[src/rtl/ps2_pkg.sv]
// ps2_pkg: shared constants, FSM state type and helpers for the PS/2 key
// receiver.
//   - Set-2 prefix bytes (E0 extended, F0 release, E1 pause).
//   - Device response bytes, which are ignored when no prefix is pending.
//   - Frame FSM state enum.
//   - Helper that converts CLK_HZ / TIMEOUT_US into a cycle count.
package ps2_pkg;

    localparam logic [7:0] BYTE_E0 = 8'hE0;
    localparam logic [7:0] BYTE_F0 = 8'hF0;
    localparam logic [7:0] BYTE_E1 = 8'hE1;

    // The E1 prefix is followed by 7 more Pause bytes, which are all swallowed.
    localparam logic [2:0] PAUSE_SKIP = 3'd7;

    typedef enum logic [1:0] {
        IDLE,
        DATA,
        PARITY,
        STOP
    } ps2_state_t;

    function automatic int timeout_cycles(input int clk_hz, input int timeout_us);
        return (clk_hz / 1_000_000) * timeout_us;
    endfunction

    // Keyboard responses: ACK, BAT ok, echo, BAT fail, resend, error codes.
    function automatic logic is_response(input logic [7:0] b);
        case (b)
            8'hFA, 8'hAA, 8'hEE, 8'hFC, 8'hFE, 8'h00, 8'hFF: return 1'b1;
            default:                                         return 1'b0;
        endcase
    endfunction

endpackage

[src/rtl/ps2_line_filter.sv]
// ps2_line_filter: brings one raw PS/2 line into the clk domain and debounces it.
// It uses a 2-FF synchroniser followed by a run-length filter. The output
// follows the synchronised line only after FILTER_LEN consecutive samples
// that differ from the current output. Raw-to-filtered latency is
// 2 + FILTER_LEN cycles. Everything resets to 1, because an idle line is high.
// Ports:
//   clk, rst_n  system clock, async active-low reset
//   line_in     raw asynchronous line
//   line_out    synchronised, filtered line
module ps2_line_filter #(
    parameter int FILTER_LEN = 8
) (
    input  logic clk,
    input  logic rst_n,
    input  logic line_in,
    output logic line_out
);

    localparam int CNT_W = $clog2(FILTER_LEN);

    logic             sync_q1;
    logic             sync_q2;
    logic [CNT_W-1:0] run_cnt;

    // NOTE: every register in a clocked block is assigned with <=, so all
    // reads see the values from before the edge.
    always_ff @(posedge clk or negedge rst_n) begin
        if (!rst_n) begin
            sync_q1  <= 1'b1;
            sync_q2  <= 1'b1;
            run_cnt  <= '0;
            line_out <= 1'b1;
        end else begin
            sync_q1 <= line_in;
            sync_q2 <= sync_q1;
            if (sync_q2 == line_out) begin
                run_cnt <= '0;
            end else if (run_cnt == CNT_W'(FILTER_LEN - 1)) begin
                // This is the FILTER_LEN-th differing sample in a row.
                line_out <= sync_q2;
                run_cnt  <= '0;
            end else begin
                run_cnt <= run_cnt + CNT_W'(1);
            end
        end
    end

endmodule

[src/rtl/ps2_key_receiver.sv]
// ps2_key_receiver: turns the PS/2 keyboard line into 11-bit key event words.
// Ports:
//   clk, rst_n    system clock, async active-low reset
//   ps2_clk_in    raw PS/2 clock (device driven, asynchronous)
//   ps2_data_in   raw PS/2 data  (device driven, asynchronous)
//   ps2_key       {toggle, press, extended, scancode}; bit 10 flips per event
//   frame_error   one-cycle pulse on a parity/start/stop/timeout failure
//   busy          high while a frame is being received
module ps2_key_receiver
    import ps2_pkg::*;
#(
    parameter int CLK_HZ     = 50_000_000,
    parameter int FILTER_LEN = 8,
    parameter int TIMEOUT_US = 200
) (
    input  logic        clk,
    input  logic        rst_n,
    input  logic        ps2_clk_in,
    input  logic        ps2_data_in,
    output logic [10:0] ps2_key,
    output logic        frame_error,
    output logic        busy
);

    localparam int TMO_CYCLES = timeout_cycles(CLK_HZ, TIMEOUT_US);
    localparam int TMO_W      = $clog2(TMO_CYCLES) + 1;

    logic             clk_f, data_f, clk_f_q, fall;
    ps2_state_t       state, state_next;
    logic [2:0]       bit_cnt;
    logic [7:0]       shift_q;
    logic             parity_q;
    logic [TMO_W-1:0] tmo_cnt;
    logic             timeout, byte_ok, frame_bad;
    logic             ext_q, rel_q;
    logic [2:0]       skip_q;
    logic [10:0]      key_q;

    ps2_line_filter #(.FILTER_LEN(FILTER_LEN)) u_clk_filter (
        .clk      (clk),
        .rst_n    (rst_n),
        .line_in  (ps2_clk_in),
        .line_out (clk_f)
    );

    ps2_line_filter #(.FILTER_LEN(FILTER_LEN)) u_data_filter (
        .clk      (clk),
        .rst_n    (rst_n),
        .line_in  (ps2_data_in),
        .line_out (data_f)
    );

    assign fall = clk_f_q & ~clk_f;

    // A falling edge in the same cycle as expiry wins. The counter reloads
    // on that edge instead of expiring.
    assign timeout = (state != IDLE) && (tmo_cnt == '0) && !fall;

    always_ff @(posedge clk or negedge rst_n) begin
        if (!rst_n) state <= IDLE;
        else        state <= state_next;
    end

    // NOTE: every output of this block gets a default value first, so no
    // path leaves a signal unassigned and no latch is inferred.
    always_comb begin
        state_next = state;
        byte_ok    = 1'b0;
        frame_bad  = 1'b0;
        case (state)
            IDLE:   if (fall && !data_f) state_next = DATA;
            DATA:   if (fall && bit_cnt == 3'd7) state_next = PARITY;
            PARITY: if (fall) state_next = STOP;
            STOP: begin
                if (fall) begin
                    state_next = IDLE;
                    if (data_f && (^{parity_q, shift_q})) byte_ok   = 1'b1;
                    else                                  frame_bad = 1'b1;
                end
            end
            default: state_next = IDLE;
        endcase
        if (timeout) begin
            state_next = IDLE;
            frame_bad  = 1'b1;
        end
    end

    // Frame datapath: bit shifter, parity capture, timeout counter.
    always_ff @(posedge clk or negedge rst_n) begin
        if (!rst_n) begin
            clk_f_q  <= 1'b1;
            bit_cnt  <= '0;
            shift_q  <= '0;
            parity_q <= 1'b0;
            tmo_cnt  <= '0;
        end else begin
            clk_f_q <= clk_f;
            if (fall) begin
                case (state)
                    IDLE:   bit_cnt <= '0;
                    DATA: begin
                        shift_q <= {data_f, shift_q[7:1]};  // LSB arrives first
                        bit_cnt <= bit_cnt + 3'd1;
                    end
                    PARITY: parity_q <= data_f;
                    default: ;
                endcase
            end
            if (state_next == IDLE) tmo_cnt <= '0;
            else if (fall)          tmo_cnt <= TMO_W'(TMO_CYCLES);
            else if (tmo_cnt != '0) tmo_cnt <= tmo_cnt - TMO_W'(1);
        end
    end

    // Byte handler. It only sees bytes with a good frame. A frame error
    // drops any prefix in flight, so a broken sequence cannot produce an event.
    always_ff @(posedge clk or negedge rst_n) begin
        if (!rst_n) begin
            ext_q       <= 1'b0;
            rel_q       <= 1'b0;
            skip_q      <= '0;
            key_q       <= '0;
            frame_error <= 1'b0;
        end else begin
            frame_error <= frame_bad;
            if (frame_bad) begin
                ext_q  <= 1'b0;
                rel_q  <= 1'b0;
                skip_q <= '0;
            end else if (byte_ok) begin
                if (skip_q != '0) begin
                    skip_q <= skip_q - 3'd1;
                end else if (shift_q == BYTE_E1) begin
                    skip_q <= PAUSE_SKIP;
                end else if (shift_q == BYTE_E0) begin
                    ext_q <= 1'b1;
                end else if (shift_q == BYTE_F0) begin
                    rel_q <= 1'b1;
                end else if (is_response(shift_q) && !ext_q && !rel_q) begin
                    // Keyboard response byte; no key event.
                end else begin
                    key_q <= {~key_q[10], ~rel_q, ext_q, shift_q};
                    ext_q <= 1'b0;
                    rel_q <= 1'b0;
                end
            end
        end
    end

    assign ps2_key = key_q;
    assign busy    = (state != IDLE);

endmodule

[config.mk]
export PLATFORM = sky130hd
export DESIGN_NAME = ps2_key_receiver
export DESIGN_NICKNAME = d
export VERILOG_FILES = /design/src/rtl/ps2_pkg.sv /design/src/rtl/ps2_line_filter.sv /design/src/rtl/ps2_key_receiver.sv
export SDC_FILE = /design/constraint.sdc
export NUM_CORES = 1
export LEC_CHECK = 0
export BUFFER_PORTS_ARGS = -buffer_cell sky130_fd_sc_hd__buf_2
export CAP_MARGIN = 30
export CORE_ASPECT_RATIO = 1.75
export CORE_MARGIN = 10
export CORE_UTILIZATION = 45
export CTS_CLUSTER_SIZE = 16
export DETAILED_ROUTE_END_ITERATION = 8
export MAX_ROUTING_LAYER = met4
export PLACE_DENSITY = 0.64
export SETUP_SLACK_MARGIN = 0.05
export SLEW_MARGIN = 40
export SYNTH_ARGS = -nofsm -noshare
export SYNTH_HDL_FRONTEND = slang
export SYNTH_SLANG_ARGS = --single-unit
[constraint.sdc]
create_clock -name clk -period 3 [get_ports clk]
set_input_delay 0.6 -clock clk [delete_from_list [all_inputs] [get_ports clk]]
set_output_delay 0.6 -clock clk [all_outputs]
set_load 0.005 [all_outputs]
Word-level counts from Yosys, hierarchy flattened
Cells that the tools add are included.
{ "totals": {"output_inout_bits": 13, "in_bits": 4, "word_cells": 137, "reg_bits": 59} }
{ "classes": {"eq_ne": 23, "n_mux": 45, "bitwise": 12, "n_addsub": 5, "reduce_logical": 33} }
{ "ops": {"columns": ["operator", "n"], "rows": [
  ["$eq A8 B8 Y1 const B", 9],
  ["$mux W15", 3],
  ["$mux W1", 27],
  ["$mux W3", 8],
  ["$logic_not A15 Y1", 1],
  ["$reduce_bool A15 Y1", 1],
  ["$sub A15 B1 Y15 const B", 1],
  ["$reduce_and A2 Y1", 6],
  ["$not A1 Y1", 11],
  ["$mux W2", 5],
  ["$reduce_and A5 Y1", 2],
  ["$add A3 B1 Y3 const B", 3],
  ["$eq A3 B3 Y1 const B", 3],
  ["$ne A3 B3 Y1 const B", 3],
  ["$reduce_bool A3 Y1", 3],
  ["$reduce_xor A9 Y1", 1],
  ["$logic_not A8 Y1", 1],
  ["$pmux W2 S4", 1],
  ["$logic_and A1 B1 Y1", 7],
  ["$reduce_and A7 Y1", 1],
  ["$reduce_or A7 Y1", 1],
  ["$ne A2 B2 Y1 const B", 3],
  ["$pmux W3 S2", 1],
  ["$reduce_bool A2 Y1", 3],
  ["7 further kinds", 13]
]} }

Depth between registers and ports, before layout
Gate-level depths: netlist (run 1).
{ "logic_depth": {"word_depth": 18, "depth_mapped": 8} }

Modules after synthesis
From an unflattened synthesis (run 1), not the netlist that was laid out.
{ "hier_totals": {"cells_unflattened": 273, "area_unflattened_um2": 3032.9} }
{ "modules_own_cells": {"columns": ["mod", "area_per_inst_um2", "cells_per_inst", "n_inst"], "rows": [
  ["ps2_key_receiver", 2585.0, 247, 1],
  ["ps2_line_filter", 224.0, 13, 2]
]} }

Worst setup path after synthesis (run 1)
OpenSTA, ideal clock, no wires.
{ "synth_timing": {"path_kind": "register -> register", "startpoint": "reg shift_q[6]", "endpoint": "reg key_q[0], in the netlist ps2_key[0]", "n_path_buf": 1, "synth_period_minus_slack_ps": 2405, "path_stages_with_launch": 9, "path_slack_ps": 595, "setup_ps": 125, "arrival_time_ps": 2280, "path_cell_list": "dfrtp_1 inv_1 ha_1 xor2_1 xnor3_2 nand3_2 or4_4 buf_6 mux2_4"} }
{ "synth_via": {"elab_chain_cells": 13, "elab_cells_between_ends": 35} }
{ "synth_rtl": {"columns": ["item", "line_no", "rtl"], "rows": [
  ["start: declaration", "ps2_key_receiver.sv:31", "logic [7:0] shift_q;"],
  ["start signal: assignment", "ps2_key_receiver.sv:103", "shift_q <= {data_f, shift_q[7:1]};"],
  ["$eq A8 B8 Y1 or $logic_not A8 Y1 (tied branches)", "ps2_pkg.sv:29", "case (b)"],
  ["$reduce_or A7 Y1", "ps2_pkg.sv:29", null],
  ["$mux W1", "ps2_pkg.sv:29", null],
  ["$mux W1", "ps2_key_receiver.sv:138", "end else if (shift_q == BYTE_F0) begin"],
  ["$mux W1", "ps2_key_receiver.sv:136", "end else if (shift_q == BYTE_E0) begin"],
  ["$mux W1", "ps2_key_receiver.sv:134", "end else if (shift_q == BYTE_E1) begin"],
  ["$mux W1", "ps2_key_receiver.sv:132", "if (skip_q != '0) begin"],
  ["$mux W1", "ps2_key_receiver.sv:131", "end else if (byte_ok) begin"],
  ["$mux W1", "ps2_key_receiver.sv:127", "if (frame_bad) begin"],
  ["$logic_and A1 B1 Y1 (2 in a row)", "ps2_key_receiver.sv:140", "end else if (is_response(shift_q) && !ext_q && !rel_q) begin"],
  ["$not A1 Y1 (no line)", null, null],
  ["$reduce_and A7 Y1 (no line) *", null, null],
  ["end signal: assignment", "ps2_key_receiver.sv:143", "key_q <= {~key_q[10], ~rel_q, ext_q, shift_q};"],
  ["end: declaration", "ps2_key_receiver.sv:37", "logic [10:0] key_q;"]
]} }
Every way passes the cells marked *; elsewhere a longest branch is shown, timed or not. The select of a mux whose other input is x is not followed.
A chain may end at the register's enable or synchronous reset.

Worst setup path in the final report (run 1)
{ "layout_timing": {"startpoint": "reg shift_q[6]", "endpoint": "reg key_q[8], in the netlist ps2_key[8]"} }
The elaborated chain is that of the path after synthesis.

==> impl_metrics.env, run 1 <==
export IMPL_cp_cell_sequence="inv_1, ha_1, xor2_1, xnor3_2, nand3_2, or4_4, mux2_4"
export IMPL_core_area_um2=6230
export IMPL_p_leak_nw=1.64
export IMPL_dp_cells=353
export IMPL_drt_pass1_iter_count=5
export IMPL_setup_violations_final=0
export IMPL_grt_max_degree=24
export IMPL_viasPerCell=5.29
export IMPL_end_kind="flop"
export IMPL_synthCells=261
export IMPL_powerDensity_nw_per_um2=773
export IMPL_most_common_layout_cells="dfrtp_1 (52), ha_1 (23), nand2_1 (22)"
export IMPL_ys_async_sr_fraction_pct=100
export IMPL_diodes=0
export IMPL_synth_edf_count=0
export IMPL_grt_pass1_wl_mm=9.42
export IMPL_syn_nets=288
export IMPL_clk_latency_ns=0.35
export IMPL_ys_ff_latch=59
export IMPL_cts_tree="done"
export IMPL_cts_sinks=59
export IMPL_start_util_pct=46.4
export IMPL_postCtsHoldBufs=0
export IMPL_netlist_area_um2=2890
export IMPL_fin_nets=311
export IMPL_clk_pin_slew_worst_paths_ns=0.06
export IMPL_io_pins=17
export IMPL_num_rows=38
export IMPL_vdd_ir_drop_max_mv=0.460
export IMPL_cp_top_family="simple AND/OR/NAND/NOR gates"
export IMPL_fmax_mhz=392
export IMPL_clockBufferDepth=2
export IMPL_grt_pass1_vias=2055
export IMPL_drt_initial_drc_count=90
export IMPL_drive_gt1_share_pct=18.3
export IMPL_min_period_ns=2.55
export IMPL_grt_use_total_pct=12.2
export IMPL_tns_ns=0
export IMPL_worstPathArrival_ns=2.78
export IMPL_cp_start_kind="flop"
export IMPL_grt_overflow=0
export IMPL_worstPathMaxFanout=11
export IMPL_hold_class="in2async"
export IMPL_fin_crit_sh_pct=85.0
export IMPL_synthFlopType="dfrtp_1"
export IMPL_critPathMaxStageDelay_ns=0.66
export IMPL_drc=0
export IMPL_avgSynthCellArea_um2=11.1
export IMPL_drt_wl_total_mm=5.31
export IMPL_post_cts_setup_buffers=0
export IMPL_cts_root_buf="clkbuf_8"
export IMPL_cts_made_buffers=9
export IMPL_dieArea_um2=10200
export IMPL_drv_cap=0
export IMPL_area_growth_synth_to_final_pct=11.4
export IMPL_synth_cell_types=42
export IMPL_place_gp_congestion=0.869
export IMPL_fin_skew_ns=0.0110
export IMPL_status="complete, no violations"
export IMPL_vias=1951
export IMPL_r2r_slack_ns=0.45
export IMPL_required_ns=3.22
export IMPL_final_hold_violation_count=0
export IMPL_ant_nets=0
export IMPL_layout_commonest_cell="dfrtp_1"
export IMPL_die_x_um=80.6
export IMPL_ys_seq_area_share_pct=51.3
export IMPL_worstMarginPinSlew_ns=0.576
export IMPL_die_h_um=126
export IMPL_yosys_warnings=0
export IMPL_slew_viol_final=0
export IMPL_cts_repair_resized=0
export IMPL_relSlewSlack_pct=61.5
export IMPL_critPathBufInv=1
export IMPL_hpwl_mm=3.93
export IMPL_final_cells=369
export IMPL_slowest_stage="or4_4"
export IMPL_wire_per_inst_um=14.4
export IMPL_place_port_buffers=16
export IMPL_rsz0062_at_grt="false"
export IMPL_crit_type="reg2reg"
export IMPL_fill_cells=603
export IMPL_htree_levels=3
export IMPL_antenna_found_initial=0
-- cell type report --
class | instances | area (um^2) | share of cell area (%)
sequential | 59 | 1490 | 46.1
multi-input combinational | 180 | 1320 | 40.9
clock buffer | 16 | 160 | 4.97
timing repair buffer | 19 | 103 | 3.18
tap | 80 | 100 | 3.11
inverter | 15 | 56.3 | 1.75
-- Yosys cell counts, types with 3 or more instances --
library cell,number,area share (%)
a21oi_1,9,1.6
and2_1,3,0.65
clkbuf_1,6,0.78
dfrtp_1,52,45
dfstp_2,7,6.4
ha_1,23,9.9
inv_1,15,1.9
mux2_2,4,1.6
mux2_4,8,4.2
nand2_1,22,2.9
nand3_1,8,1.4
nand4_1,6,1.3
nor2_1,17,2.2
nor2b_1,5,1.1
nor3_1,5,0.86
nor3b_1,3,0.78
nor4_1,3,0.65
o21ai_0,20,3.5
xnor2_1,9,2.7
xor2_1,5,1.5
-- routing by layer --
metal  global-route usage [%]  part of all wire, %
met5                        -                    0
met4                     8.33                  3.6
met3                     3.49                  3.9
met2                     20.0                   51
met1                     11.9                   41
-- flip-flops by register name (all words and copies together) (netlist names), 2 cells and up --
name	flops
tmo_cnt	15
ps2_key	11
shift_q	8
bit_cnt	3
skip_q	3
u_clk_filter.run_cnt	3
u_data_filter.run_cnt	3
state	2
-- report_power, final --
part	switching, W	internal [W]	leakage [nW]
registers	0.000120	0.000935	0.790
logic	0.000458	0.000358	0.769
clock network	0.000296	0.000325	0.0790
total	0.000874	0.00162	1.64
-- worst register-to-register path, cell delays in order (launching register included) --
cell,delay (ns)
dfrtp_1,0.40
inv_1,0.09
ha_1,0.32
xor2_1,0.18
xnor3_2,0.35
nand3_2,0.09
or4_4,0.66
mux2_4,0.34
-- per-stage QoR --
step / setup WS, ns / hold slack [ns] / power [W] / area, um^2 / util [%]
final: 0.449 / 0.163 / 0.00249 / 3220 / 51.7
after global routing: 0.369 / 0.176 / 0.00270 / 3220 / 51.7
after CTS: 0.439 / 0.153 / 0.00253 / 3220 / 51.7
after detailed placement: 0.463 / 0.347 / 0.00189 / 3060 / 49.2
after global placement: 0.502 / 0.347 / 0.00188 / 3060 / 49.2
after floorplan: 0.595 / 0.304 / 0.00170 / 2890 / -
-- final timing paths --
| kind | startpoint | to | depth (start not counted) |
|---|---|---|---|
| worst max-delay path | shift_q[6]$_DFFE_PN0P_ | ps2_key[8]$_DFFE_PN0P_ | 7 |
| worst min-delay path | rst_n | shift_q[6]$_DFFE_PN0P_ | 1 |
| worst max register to register | shift_q[6]$_DFFE_PN0P_ | ps2_key[8]$_DFFE_PN0P_ | 7 |
| worst min register to register | u_clk_filter.sync_q1$_DFF_PN1_ | u_clk_filter.sync_q2$_DFF_PN1_ | 0 |
| max in group asynchronous | rst_n | tmo_cnt[12]$_DFFE_PN0P_ | 2 |
| min in group clk | u_clk_filter.sync_q1$_DFF_PN1_ | u_clk_filter.sync_q2$_DFF_PN1_ | 0 |
-- kinds of logic (layout without fill, tap and decap cells) --
group                    count (synthesis)  count (layout)  share of synthesized area, %
adder cells (fa/ha/maj)                 23              23                          9.95
XOR/XNOR                                15              15                          5.06
AO/OA/AOI/OAI                           45              45                          9.43
flip-flops                              59              59                          51.3
AND/OR/NAND/NOR                         84              84                          15.1
multiplexers                            13              13                          6.06
buffers and inverters                   22              50                          3.11
Power figures use the tool's default switching activity.
==> inputs of run 2 (changes only) <==
--- a/config.mk
+++ b/config.mk
@@ -8,7 +8,6 @@
 export BUFFER_PORTS_ARGS = -buffer_cell sky130_fd_sc_hd__buf_2
 export CAP_MARGIN = 30
 export CORE_ASPECT_RATIO = 1.75
-export CORE_MARGIN = 10
 export CORE_UTILIZATION = 45
 export CTS_CLUSTER_SIZE = 16
 export DETAILED_ROUTE_END_ITERATION = 8
==> impl_metrics.env, run 2 (synthesis gave the netlist of run 1 again) <==
export IMPL_drt_wl_total_mm=5.17
export IMPL_clk_latency_ns=0.34
export IMPL_cts_sinks=59
export IMPL_drv_cap=0
export IMPL_vdd_ir_drop_max_mv=0.590
export IMPL_worstPathArrival_ns=2.74
export IMPL_min_period_ns=2.51
export IMPL_layout_commonest_cell="dfrtp_1"
export IMPL_place_port_buffers=16
export IMPL_top_register="tmo_cnt"
export IMPL_crit_type="reg2reg"
export IMPL_p_comb_share_pct=30.7
export IMPL_final_hold_violation_count=0
export IMPL_end_kind="flop"
export IMPL_relSlewSlack_pct=58.8
export IMPL_clk_pin_slew_worst_paths_ns=0.07
export IMPL_tns_ns=0
export IMPL_p_switching_w=0.000891
export IMPL_finalPower_w=0.00265
export IMPL_p_leak_nw=1.66
export IMPL_fin_crit_sh_pct=83.8
export IMPL_viasPerCell=5.28
export IMPL_cts_repair_resized=0
export IMPL_place_gp_congestion=0.870
export IMPL_grt_pass1_vias=1959
export IMPL_r2r_slack_ns=0.49
export IMPL_largest_reg_flops=15
export IMPL_drt_initial_drc_count=75
export IMPL_grt_overflow=0
export IMPL_hpwl_mm=3.68
export IMPL_fin_nets=310
export IMPL_core_area_um2=6180
export IMPL_fin_skew_ns=0.00536
export IMPL_num_rows=38
export IMPL_ant_nets=0
export IMPL_clockPowerShare_pct=29.6
export IMPL_io_pins=17
export IMPL_dieArea_um2=6770
export IMPL_clockBufferDepth=2
export IMPL_drc=0
export IMPL_status="complete, no violations"
export IMPL_fmax_mhz=398
export IMPL_die_x_um=62.6
export IMPL_grt_max_degree=50
export IMPL_htree_levels=3
export IMPL_drt_pass1_iter_count=4
export IMPL_final_cells=368
export IMPL_die_h_um=108
export IMPL_wire_per_inst_um=14.1
export IMPL_rsz0062_at_grt="false"
export IMPL_p_sw_share_pct=33.7
export IMPL_hold_class="in2async"
export IMPL_drive_gt1_share_pct=19.4
export IMPL_cts_tree="done"
export IMPL_antenna_found_initial=0
export IMPL_area_growth_synth_to_final_pct=12.8
export IMPL_grt_pass1_wl_mm=9.20
export IMPL_worstMarginPinSlew_ns=0.619
export IMPL_cp_start_kind="flop"
export IMPL_postCtsHoldBufs=0
export IMPL_grt_use_total_pct=18.8
export IMPL_worstPathMaxFanout=11
export IMPL_required_ns=3.23
export IMPL_start_util_pct=46.8
export IMPL_dp_cells=352
export IMPL_cts_root_buf="clkbuf_8"
export IMPL_post_cts_setup_buffers=0
export IMPL_slew_viol_final=0
export IMPL_setup_violations_final=0
export IMPL_vias=1943
export IMPL_p_int_w=0.00176
export IMPL_diodes=0
export IMPL_powerDensity_nw_per_um2=811
export IMPL_seq_power_share_pct=39.8
export IMPL_cts_made_buffers=9
export IMPL_most_common_layout_cells="dfrtp_1 (52), ha_1 (23), nand2_1 (22)"
[run 2: cell types whose count changed in the layout (fill, tap and decap cells not counted), sizes merged]
cell / previous run / this run
clkinvlp: 0 / 1
clkbuf: 16 / 11
clkinv: 0 / 2
bufinv: 0 / 2
buf: 19 / 18
[run 2: power by group through the flow]
stage	clock, W	combinational, W	sequential [W]
after CTS	0.000810	0.000826	0.00105
after floorplan	0	0.000678	0.00102
after global placement	0	0.000809	0.00106
after global routing	0.000841	0.000928	0.00108
after detailed placement	0	0.000819	0.00107
final	0.000783	0.000811	0.00105
[run 2: per-stage QoR]
| step | instance area [um^2] | setup WS, ns | hold slack (ns) | utilization [%] |
|---|---|---|---|---|
| 3_3_place_gp | 3050 | 0.529 | 0.346 | 49.4 |
| 5_1_grt | 3260 | 0.382 | 0.107 | 52.8 |
| 6_report | 3260 | 0.486 | 0.107 | 52.8 |
| 2_1_floorplan | 2890 | 0.595 | 0.304 | - |
| 4_1_cts | 3260 | 0.474 | 0.0967 | 52.8 |
| 3_5_place_dp | 3050 | 0.489 | 0.347 | 49.4 |
[run 2: worst max-delay path: stages (launching register included)]
cell     delay (ns)
dfrtp_1        0.40
inv_1          0.10
ha_1           0.31
xor2_1         0.15
xnor3_2        0.35
nand3_2        0.09
or4_4          0.66
mux2_4         0.35
[run 2: worst paths after layout]
check / from / end / cells past startpoint
worst min register to register: u_data_filter.sync_q1$_DFF_PN1_ / u_data_filter.sync_q2$_DFF_PN1_ / 0
worst max-delay path: shift_q[4]$_DFFE_PN0P_ / ps2_key[4]$_DFFE_PN0P_ / 7
max in group asynchronous: rst_n / ext_q$_DFFE_PN0P_ / 2
worst max register to register: shift_q[4]$_DFFE_PN0P_ / ps2_key[4]$_DFFE_PN0P_ / 7
worst min-delay path: rst_n / shift_q[2]$_DFFE_PN0P_ / 1
min in group clk: ps2_clk_in / u_clk_filter.sync_q1$_DFF_PN1_ / 1
[run 2: final cells by class]
type | instances | area [um^2]
repair buffers | 18 | 95.1
clock inverters | 5 | 77.6
fillers | 577 | 2920
clock buffers | 11 | 131
flip-flops and latches | 59 | 1490
well taps | 80 | 100
multi-input cells | 180 | 1320
inverters | 15 | 56.3
[run 2: routing by layer]
metal	track usage, %	vias to the layer above	wire length (um)
li1	-	954	-
met1	18.9	941	2140
met2	31.6	33	2690
met3	6.01	15	155
met4	11.3	0	184
met5	-	-	0
